==> config.mk <==
export PLATFORM = sky130hd
export DESIGN_NAME = ccg_tt_capture_flat
export DESIGN_NICKNAME = d
export VERILOG_FILES = /design/src/rtl/ccg_tt_capture_if.sv /design/src/rtl/ccg_tt_capture.sv /design/src/flat_wrapper.sv
export SDC_FILE = /design/constraint.sdc
export NUM_CORES = 1
export LEC_CHECK = 0
export CORE_MARGIN = 2
export CORE_UTILIZATION = 26
export CTS_BUF_LIST = sky130_fd_sc_hd__clkbuf_8
export DETAILED_ROUTE_END_ITERATION = 16
export GPL_TIMING_DRIVEN = 1
export SLEW_MARGIN = 40
export SYNTH_ARGS = -nofsm -noshare
export SYNTH_HDL_FRONTEND = slang
export SYNTH_SLANG_ARGS = --single-unit
==> constraint.sdc <==
create_clock -name clk -period 2.6 [get_ports clk]
set_clock_uncertainty 0.2 [all_clocks]
set_input_delay 0.52 -clock clk [delete_from_list [all_inputs] [get_ports clk]]
set_output_delay 0.52 -clock clk [all_outputs]
set_load 0.005 [all_outputs]
==> src/rtl/ccg_tt_capture_if.sv <==
// Bus between ccg_tt_capture and its surroundings: benchmark drive/sample lines plus the result handshake.
// master = controller/benchmark side, slave = ccg_tt_capture.
interface ccg_tt_capture_if #(
    parameter int N_OUT = 16
);
    logic                 start;
    logic                 abort;
    logic                 x0;
    logic                 x1;
    logic [N_OUT-1:0]     f;
    logic                 busy;
    logic [4*N_OUT-1:0]   tt;
    logic                 tt_valid;
    logic                 tt_ready;
    logic [15:0]          sig;

    modport master (
        output start, abort, f, tt_ready,
        input  x0, x1, busy, tt, tt_valid, sig
    );

    modport slave (
        input  start, abort, f, tt_ready,
        output x0, x1, busy, tt, tt_valid, sig
    );
endinterface

==> src/rtl/ccg_tt_capture.sv <==
// Sweeps a 2-input benchmark through its four minterms and harvests a 4*N_OUT-bit truth table.
// Optional 16-bit MISR signature enabled by defining CCG_TT_MISR_EN; otherwise sig is tied to zero.
module ccg_tt_capture #(
    parameter int N_OUT  = 16,
    parameter int SETTLE = 1
) (
    input  logic            clk,
    input  logic            rst_n,
    ccg_tt_capture_if.slave bus
);
    typedef enum logic [2:0] {IDLE, APPLY, WAIT, SAMPLE, HOLD} state_t;

    state_t               state_q, state_d;
    logic [1:0]           m_q, m_d;
    logic [3:0]           cnt_q, cnt_d;
    logic [1:0]           x_q, x_d;
    logic                 busy_q, busy_d;
    logic                 valid_q, valid_d;
    logic [4*N_OUT-1:0]   tt_q, tt_d;
    logic                 in_sweep;
    logic                 abort_hit;

    assign in_sweep  = (state_q == APPLY) || (state_q == WAIT) || (state_q == SAMPLE);
    assign abort_hit = bus.abort && in_sweep;

    always_comb begin
        state_d = state_q;
        m_d     = m_q;
        cnt_d   = cnt_q;
        x_d     = x_q;
        busy_d  = busy_q;
        valid_d = valid_q;
        tt_d    = tt_q;
        // Abort outranks every sweep action, including the SAMPLE write.
        if (abort_hit) begin
            state_d = IDLE;
            m_d     = '0;
            cnt_d   = '0;
            x_d     = '0;
            busy_d  = 1'b0;
            tt_d    = '0;
        end else begin
            unique case (state_q)
                IDLE: begin
                    if (bus.start) begin
                        state_d = APPLY;
                        m_d     = '0;
                        tt_d    = '0;
                        busy_d  = 1'b1;
                    end
                end
                APPLY: begin
                    x_d     = m_q;
                    cnt_d   = 4'(SETTLE);
                    state_d = (SETTLE > 0) ? WAIT : SAMPLE;
                end
                WAIT: begin
                    cnt_d = cnt_q - 4'd1;
                    if (cnt_q <= 4'd1) begin
                        state_d = SAMPLE;
                    end
                end
                SAMPLE: begin
                    for (int k = 0; k < N_OUT; k++) begin
                        tt_d[4*k + int'(m_q)] = bus.f[k];
                    end
                    if (m_q == 2'd3) begin
                        state_d = HOLD;
                        busy_d  = 1'b0;
                        valid_d = 1'b1;
                    end else begin
                        m_d     = m_q + 2'd1;
                        state_d = APPLY;
                    end
                end
                HOLD: begin
                    if (bus.tt_ready) begin
                        state_d = IDLE;
                        valid_d = 1'b0;
                        x_d     = '0;
                        m_d     = '0;
                    end
                end
                default: state_d = IDLE;
            endcase
        end
    end

    always_ff @(posedge clk or negedge rst_n) begin
        if (!rst_n) begin
            state_q <= IDLE;
            m_q     <= '0;
            cnt_q   <= '0;
            x_q     <= '0;
            busy_q  <= 1'b0;
            valid_q <= 1'b0;
            tt_q    <= '0;
        end else begin
            state_q <= state_d;
            m_q     <= m_d;
            cnt_q   <= cnt_d;
            x_q     <= x_d;
            busy_q  <= busy_d;
            valid_q <= valid_d;
            tt_q    <= tt_d;
        end
    end

    assign bus.x0       = x_q[0];
    assign bus.x1       = x_q[1];
    assign bus.busy     = busy_q;
    assign bus.tt_valid = valid_q;
    assign bus.tt       = tt_q;

`ifdef CCG_TT_MISR_EN
    logic [15:0] sig_q, sig_d, f_pad;

    // f is zero-extended or truncated to the 16-bit MISR width.
    if (N_OUT >= 16) begin : g_trunc
        assign f_pad = bus.f[15:0];
    end else begin : g_pad
        assign f_pad = {{(16-N_OUT){1'b0}}, bus.f};
    end

    always_comb begin
        sig_d = sig_q;
        if (abort_hit) begin
            sig_d = '0;
        end else if (state_q == IDLE && bus.start) begin
            sig_d = 16'hFFFF;
        end else if (state_q == SAMPLE) begin
            sig_d = ({sig_q[14:0], 1'b0} ^ (sig_q[15] ? 16'h100B : 16'h0000)) ^ f_pad;
        end
    end

    always_ff @(posedge clk or negedge rst_n) begin
        if (!rst_n) begin
            sig_q <= '0;
        end else begin
            sig_q <= sig_d;
        end
    end

    assign bus.sig = sig_q;
`else
    assign bus.sig = 16'h0000;
`endif
endmodule

==> src/flat_wrapper.sv <==
// flat-port wrapper written by rule: the top's interface ports become plain ports
module ccg_tt_capture_flat 
#(
    parameter int N_OUT  = 16,
    parameter int SETTLE = 1
)
  (clk, rst_n, bus_start, bus_abort, bus_f, bus_tt_ready, bus_x0, bus_x1, bus_busy, bus_tt, bus_tt_valid, bus_sig);
  ccg_tt_capture_if #(.N_OUT(N_OUT)) bus_i ();
  input  logic clk;
  input  logic rst_n;
  input wire logic [$bits(bus_i.start)-1:0] bus_start;
  input wire logic [$bits(bus_i.abort)-1:0] bus_abort;
  input wire logic [$bits(bus_i.f)-1:0] bus_f;
  input wire logic [$bits(bus_i.tt_ready)-1:0] bus_tt_ready;
  output wire logic [$bits(bus_i.x0)-1:0] bus_x0;
  output wire logic [$bits(bus_i.x1)-1:0] bus_x1;
  output wire logic [$bits(bus_i.busy)-1:0] bus_busy;
  output wire logic [$bits(bus_i.tt)-1:0] bus_tt;
  output wire logic [$bits(bus_i.tt_valid)-1:0] bus_tt_valid;
  output wire logic [$bits(bus_i.sig)-1:0] bus_sig;
  assign bus_i.start = bus_start;
  assign bus_i.abort = bus_abort;
  assign bus_i.f = bus_f;
  assign bus_i.tt_ready = bus_tt_ready;
  assign bus_x0 = bus_i.x0;
  assign bus_x1 = bus_i.x1;
  assign bus_busy = bus_i.busy;
  assign bus_tt = bus_i.tt;
  assign bus_tt_valid = bus_i.tt_valid;
  assign bus_sig = bus_i.sig;
  ccg_tt_capture #(.N_OUT(N_OUT), .SETTLE(SETTLE)) u_core (.clk(clk), .rst_n(rst_n), .bus(bus_i));
endmodule
---- Word level (Yosys, flattened, before mapping) ----
Index checks and enable logic that the tools add are counted.
word-level totals
  register bits ........................... 77
  output and inout bits ................... 84
  word-level logic and storage cells ...... 174
  input port bits ......................... 21
cells by class
  $lt $le $gt $ge ......................... 33
  equality and inequality tests ........... 12
  reductions and logical operators ........ 31
  $add $sub $neg .......................... 17
  multiplexer cells ....................... 73
  bitwise operators ....................... 1
operators by type and width
  operator                                               count
  bitwise mux 64 bit                                     16
  >= comparator 32 x 1 -> 1 bit (second input constant)  15
  < comparator 32 x 8 -> 1 bit (second input constant)   15
  2-to-1 mux 64 bit                                      2
  case mux 64 bit (2 select lines)                       1
  demux 1 bit (select 6 bit)                             15
  adder 6 x 2 -> 7 bit (first input constant)            8
  adder 5 x 2 -> 6 bit (first input constant)            4
  2-to-1 mux 1 bit                                       21
  logical AND 1 bit                                      17
  2-to-1 mux 3 bit                                       5
  != test 3 x 2 -> 1 bit (second input constant)         5
  case mux 3 bit (5 select lines)                        1
  adder 4 x 2 -> 5 bit (first input constant)            2
  2-to-1 mux 2 bit                                       5
  nonzero test 3 bit                                     3
  case mux 4 bit (2 select lines)                        1
  AND reduction 4 bit                                    2
  < comparator 2 x 7 -> 1 bit (second input constant)    1
  equality test 3 x 2 -> 1 bit (second input constant)   2
  case mux 2 bit (3 select lines)                        1
  AND reduction 3 bit                                    2
  adder 3 x 2 -> 4 bit (first input constant)            1
  <= comparator 4 x 1 -> 1 bit (second input constant)   1
  other kinds (17)                                       21

---- Logic depth before layout (Yosys ltp) ----
Gate-level depths: netlist of the first run.
  depth after elaboration ................. 22
  mapped depth ............................ 7
  depth with buffers taken out ............ 6

---- Worst setup path before layout of the first run ----
No wires, ideal clock.
  path type ............................... input -> register
  start ................................... input port bus_abort
  end ..................................... register u_core.tt_q[1] (netlist: u_core.bus.tt[1])
  stages .................................. 6
  data required time ...................... 2.335 ns
  buffers on the path ..................... 2
  arrival time ............................ 1.575 ns
  setup time .............................. 0.065 ns
  slack ................................... 0.759 ns
  path through ............................ buf_2 > a21o_1 > a221o_1 > nand2_1 > buf_2 > a22o_1
on the way
  word-level cells in the longest chain between the ends .. 3
  elaborated cells between the ends (all ways) .. 5
ends and longest elaborated chain
  what                                                                           RTL line               RTL
  from (decl)                                                                    flat_wrapper.sv:12     input wire logic [$bits(bus_i.abort)-1:0] bus_abort;
  logical AND 1 bit (*)                                                          ccg_tt_capture.sv:24   assign abort_hit = bus.abort && in_sweep;
  != test 3 x 2 -> 1 bit (no line) / nonzero test 3 bit (equally long branches)  --
  AND reduction 2 bit (no line)                                                  --
  to (signal assigned)                                                           ccg_tt_capture.sv:105  tt_q <= tt_d;
  to (decl)                                                                      ccg_tt_capture.sv:19   logic [4*N_OUT-1:0] tt_q, tt_d;
Every way passes the cells marked *; elsewhere a longest branch is shown, timed or not.
A chain may end at the register's enable or synchronous reset.

---- Worst setup path in the final report of the first run ----
  start ................................... register u_core.state_q[0]
  end ..................................... register u_core.tt_q[40] (netlist: u_core.bus.tt[40])
on the way
  word-level cells in the longest chain between the ends .. 6
  elaborated cells between the ends (all ways) .. 12
ends and longest elaborated chain
  what                                                                                 RTL line              RTL
  from (decl)                                                                          ccg_tt_capture.sv:13  state_t state_q, state_d;
  from (signal assigned)                                                               ccg_tt_capture.sv:99  state_q <= state_d;
  equality test 3 x 1 -> 1 bit / equality test 3 x 2 -> 1 bit (equally long branches)  ccg_tt_capture.sv:23  assign in_sweep = (state_q == APPLY) || (state_q == WAIT) || (state_q == SAMPLE);
  logical OR 1 bit (2 in series)                                                       ccg_tt_capture.sv:23
  logical AND 1 bit                                                                    ccg_tt_capture.sv:24
  != test 3 x 2 -> 1 bit (no line) / nonzero test 3 bit (equally long branches)        --
  AND reduction 2 bit (no line)                                                        --
Several ways; a longest one is shown, not always the timed one.

==> results of run 1 <==
power groups by stage:
stage | logic (W) | clock network (W) | registers (W)
3_3_place_gp | 0.00113 | 0 | 0.00146
6_report | 0.00114 | 0.000936 | 0.00144
4_1_cts | 0.00116 | 0.000972 | 0.00144
3_5_place_dp | 0.00116 | 0 | 0.00146
2_1_floorplan | 0.000657 | 0 | 0.00141
5_1_grt | 0.00125 | 0.00103 | 0.00145
kinds of logic (layout without fill, tap and decap cells):
logic type	count (synthesis)	after routing	share of synthesized area, %
simple gates	32	32	5.94
compound gates	99	99	24.5
xor+xnor	1	1	0.268
buf+inv	43	124	7.52
flops	77	77	59.0
mux	1	1	0.307
fa+ha+maj	6	6	2.30
other cells	1	16	0.115
path summary, 6_finish.rpt:
kind / start / to / slack, ns / depth (start not counted)
max: u_core.state_q[0] / u_core.bus.tt[40] / 0.48 / 3
min: u_core.bus.tt[43] / u_core.bus.tt[43] / 0.31 / 1
max reg2reg: u_core.state_q[0] / u_core.bus.tt[40] / 0.48 / 3
min reg2reg: u_core.bus.tt[43] / u_core.bus.tt[43] / 0.31 / 1
max in group asynchronous: rst_n / u_core.bus.tt[16] / 1.14 / 3
min in group asynchronous: rst_n / u_core.cnt_q[3] / 0.46 / 2
registers in the layout, indices dropped and copies added, names as in the netlist:
register	flops
u_core.x_q	2
u_core.cnt_q	4
u_core.m_q	2
u_core.bus.tt	64
u_core.state_q	3
u_core.bus.tt_valid	1
u_core.bus.busy	1
placed cells by master, fill, tap and decap left out, types with 2 or more instances in the layout:
master,count
a21oi_1,3
nand2_1,6
dfrtp_1,77
clkdlybuf4s50_1,87
or3_1,2
ha_1,6
o21ai_1,2
a21o_1,5
conb_1,16
nor3_1,3
buf_12,4
buf_4,8
o21ai_0,9
nand2b_1,2
a221o_1,4
and2_1,5
inv_1,7
nor2_1,4
a31oi_1,3
a22o_1,66
inv_6,3
clkbuf_8,9
worst max-delay path: stages (launching register included):
cell	delay (ns)
dfrtp_1	0.61
and4bb_1	0.36
and2_1	0.63
a22o_1	0.25
per-layer routing:
metal / vias up / routed length, µm
li1: 1132 / -
met1: 1231 / 3890
met2: 77 / 4550
met3: 4 / 534
met4: 0 / 59
met5: - / 0
metrics by stage:
| step | utilization, % | power, W | instance area, µm² | cells |
|---|---|---|---|---|
| finish | 37.5 | 0.00351 | 4540 | 524 |
| global route | 37.5 | 0.00374 | 4540 | 524 |
| CTS | 37.5 | 0.00357 | 4540 | 524 |
| detailed placement | 35.7 | 0.00262 | 4330 | 507 |
| global placement | 35.7 | 0.00258 | 4330 | 507 |
| floorplan | - | 0.00207 | 3320 | 275 |
cell type report:
type                       count  area [µm²]
sequential                    77        1930
fill                        1219        7570
clock inverter                 7        80.1
clock buffer                   9         124
multi-input combinational    155        1150
tap                          168         210
inverter                       8        30.0
timing repair buffer         100        1020
repair_timing:
action                                  in CTS  in global routing
endpoints found under the setup margin       0                  0
gates resized for setup                      0                  0
hold buffers                                 1                  0
endpoints found under the hold margin       33                  0
==> impl_metrics.tcl, run 1 <==
set metrics [dict create \
    status "completed" \
    numCtsBuffers 9 \
    grt.met1_usage_pct 17.9 \
    fin_setup_tns_ns 0 \
    drt-initial-drc-count 117 \
    synth_top_area_share_pct 59.0 \
    start_util_pct 26.9 \
    ys_top_cells_by_count "dfrtp_1, a22o_1, buf_4" \
    io_buffer_count 88 \
    root_buffer "clkbuf_8" \
    clock_insertion_delay_worst_skew_ns 0.34 \
    setup_violations 0 \
    report.final.slew_viol_count 0 \
    switching_power_w 0.00120 \
    yosysTopAreaCell "dfrtp_1" \
    slew_headroom_pct 51.6 \
    worst_pin_slew_ns 0.727 \
    die_w_um 116 \
    p_clk_share_pct 26.6 \
    drive_gt1_share_pct 8.71 \
    setup_slack_ns 0.475 \
    hold-worst-slack_ns 0.306 \
    synthDistinctLibCells 41 \
    ys_dominant_reg_cell "dfrtp_1" \
    clkTransAtPathRegs_ns 0.08 \
    overflow 0 \
    rsz0062_at_grt "false" \
    critPathKind "reg2reg" \
    layout.nets 378 \
    hold_viol_final 0 \
    syn_avg_cell_area_um2 12.6 \
    synth_seq_cells 77 \
    clock_path_buffers 2 \
    synth.top_cells.by_area "dfrtp_1, a22o_1, buf_4" \
    async_reset_ff_share_pct 100 \
    antenna_cells 0 \
    grt_max_degree 45 \
    timing.fmax_mhz 471 \
    drt_first_pass_iters 4 \
    dp_slack_ns 0.131 \
    ys_seq_area_share_pct 59.0 \
    vdd_ir_drop_max_uv 502 \
    critPathArrivalTime_ns 2.20 \
    postRouteAntennaNets 0 \
    grt_usage_pct 13.9 \
    p_sw_share_pct 34.3 \
    vias_per_cell 4.66 \
    maxCapViolCount 0 \
    intPower_w 0.00231 \
    routedWlPerCell_um 17.2 \
    gr-usage-met2_pct 23.1 \
    critPathLaunchType "register" \
    h-tree-depth 3 \
    die_h_um 116 \
    vias 2444 \
    synth_edf_count 0 \
    syn_to_final_growth_pct 39.1 \
    grt_pass1_vias 2428 \
    fin_crit_ns 2.12 \
    ys_warn_count 0 \
    p_per_area_nw_per_um2 774 \
    required_ns 2.67 \
    ios 105 \
    cts_setup_buffers 0 \
    dp_hpwl_um 6260 \
    grt_antenna_before_repair 0 \
    worstSetupEndpointType "register" \
    syn_inst 260 \
    hp-class "reg2reg" \
    cp_max_fo 16 \
    drc 0 \
    grt_busiest_layer "met2" \
    syn_area_um2 3260 \
    die-area_um2 13500 \
    layout_worst_path_cycle_share_pct 81.7 \
    p_comb_share_pct 32.4 \
    row_count 40 \
    p_seq_share_pct 41.0 \
    grt_pass1_wl_um 14100 \
    wl_um 9040 \
    cts_sinks 77 \
    p_leak_nw 2.05 \
    grtUsageMet3_pct 4.13 \
    tritoncts "built" \
    gp_congestion 0.716 \
    fp.coreArea_um2 12100 \
    yosysMostFrequentCell "dfrtp_1" \
]
Note: power is estimated with default switching activity, not from simulation.
==> run 2: changes to the inputs <==
==> constraint.sdc (replaced) <==
create_clock -name clk -period 1.8 [get_ports clk]
set_clock_uncertainty 0.2 [all_clocks]
set_input_delay 0.36 -clock clk [delete_from_list [all_inputs] [get_ports clk]]
set_output_delay 0.36 -clock clk [all_outputs]
set_load 0.005 [all_outputs]
==> impl_metrics.tcl, run 2 (synthesized netlist as in run 1, its figures left out) <==
set metrics [dict create \
    status "completed" \
    cts_sinks 77 \
    startpoint "u_core.m_q[0]" \
    slowest_delay_ns 0.43 \
    timing.fmax_mhz 556 \
    wl_um 9350 \
    vias_per_cell 4.60 \
    die_h_um 116 \
    grt_antenna_before_repair 0 \
    layout.nets 431 \
    p_leak_nw 2.82 \
    routedWlPerCell_um 16.2 \
    setup_violations 0 \
    rr_worst_depth 7 \
    ios 105 \
    antenna_cells 0 \
    drt_first_pass_iters 4 \
    grt_usage_pct 14.4 \
    total_power_w 0.00537 \
    r2r_start "u_core.m_q[0]" \
    grt_pass1_wl_um 14600 \
    utilization_pct 41.5 \
    die_w_um 116 \
    grt_max_degree 78 \
    io_buffer_count 88 \
    overflow 0 \
    hold_viol_final 0 \
    postRouteAntennaNets 0 \
    rsz0062_at_grt "true" \
    numCtsBuffers 9 \
    final_cell_mix "dfrtp_1, a22o_1, dlygate4sd2_1" \
    required_ns 1.89 \
    slowest_stage "dfrtp_1" \
    cp_max_fo 16 \
    drive_gt1_share_pct 24.0 \
    grt_pass1_vias 2712 \
    fin_crit_ns 1.80 \
    endpoint "u_core.bus.tt[28]" \
    tritoncts "built" \
    clock_insertion_delay_worst_skew_ns 0.36 \
    root_buffer "clkbuf_8" \
    placed_area_um2 4550 \
    vias 2656 \
    clock_path_buffers 2 \
    drc 0 \
    regToRegSetupSlack_ns 0.0007 \
    critPathArrivalTime_ns 1.89 \
    h-tree-depth 3 \
    drt-initial-drc-count 198 \
    critPathLaunchType "register" \
    syn_to_final_growth_pct 54.2 \
    maxCapViolCount 0 \
    p_per_area_nw_per_um2 1070 \
    dp_hpwl_um 6100 \
    layout_worst_path_cycle_share_pct 100 \
    gp_congestion 0.784 \
    clkTransAtPathRegs_ns 0.09 \
    report.final.slew_viol_count 0 \
    worstPathCellList "inv_2, ha_2, a21o_1, a221o_1, nand2_2, buf_12, a22o_1" \
    die-area_um2 13500 \
    final_cell_area_um2 5030 \
    largest_reg_flops 64 \
    critPathKind "reg2reg" \
    row_count 40 \
    fp.coreArea_um2 12100 \
    vdd_ir_drop_max_uv 716 \
    worstSetupEndpointType "register" \
    start_util_pct 26.9 \
    r2r_end "u_core.bus.tt[28]" \
    mostFrequentLayoutCell "dfrtp_1" \
    hp-class "reg2reg" \
]
run 2: worst max-delay path: cells and delay by family (launching register included):
family | cells | cell delay [ns]
AOI/OAI and AO/OA | 3 | 0.61
DFF | 1 | 0.43
and+or+nand+nor | 1 | 0.09
adders and majority gates | 1 | 0.18
buffers and inverters | 2 | 0.22
run 2: where the power goes:
| group | total (W) | internal (W) | switching [W] |
|---|---|---|---|
| sequential | 0.00204 | 0.00189 | 0.000146 |
| combinational | 0.00205 | 0.00103 | 0.00102 |
| clock | 0.00128 | 0.000529 | 0.000751 |
| total | 0.00537 | 0.00346 | 0.00192 |
run 2: metal layers:
metal	GRT usage, %	vias up	share of wire, %
met1	19.0	1326	45
met3	3.92	14	5.6
met5	0	-	0
met4	5.48	0	2.2
li1	-	1227	-
met2	22.6	89	48
run 2: final cells by class:
cell class | count | area [µm²]
clock buffer | 9 | 124
fill | 1168 | 7080
inverter | 8 | 30.0
tap | 168 | 210
timing repair buffer | 153 | 1480
sequential | 77 | 1930
multi-input combinational | 155 | 1200
clock inverter | 7 | 66.3
run 2: how the worst min path moves through the flow:
stage / cells past startpoint / end / start / slack [ns]
detailed placement: 2 / u_core.bus.tt[15] / rst_n / 0.21
floorplan: 0 / u_core.bus.busy / rst_n / -0.14
CTS: 1 / u_core.bus.busy / u_core.bus.busy / 0.30
finish: 1 / u_core.bus.busy / u_core.bus.busy / 0.29
global placement: 2 / u_core.bus.tt[15] / rst_n / 0.21
global route: 1 / u_core.bus.tt[44] / u_core.bus.tt[44] / 0.31
run 2: repair_timing:
item	in CTS	in global routing
gates resized for setup	65	21
pin swaps	2	6
setup buffers	32	3
hold buffers	1	0
endpoints found under the setup margin	108	79
hold endpoints to repair	77	0
run 2: metrics by stage:
stage | cells | worst slack, ns | TNS [ns] | hold slack [ns]
finish | 577 | 0.000714 | 0 | 0.294
global route | 577 | -0.0834 | -3.38 | 0.315
detailed placement | 525 | -0.394 | -19.86 | 0.214
global placement | 525 | -0.384 | -19.23 | 0.208
CTS | 574 | 0.000120 | 0 | 0.295
floorplan | 275 | 0.0225 | 0 | -0.136
==> run 3: changes to the inputs <==
--- a/config.mk
+++ b/config.mk
@@ -5,6 +5,7 @@
 export SDC_FILE = /design/constraint.sdc
 export NUM_CORES = 1
 export LEC_CHECK = 0
+export CAP_MARGIN = 20
 export CORE_MARGIN = 2
 export CORE_UTILIZATION = 26
 export CTS_BUF_LIST = sky130_fd_sc_hd__clkbuf_8
==> results of run 3 <==
Final layout, timing and power as in run 2 (identical DEF).
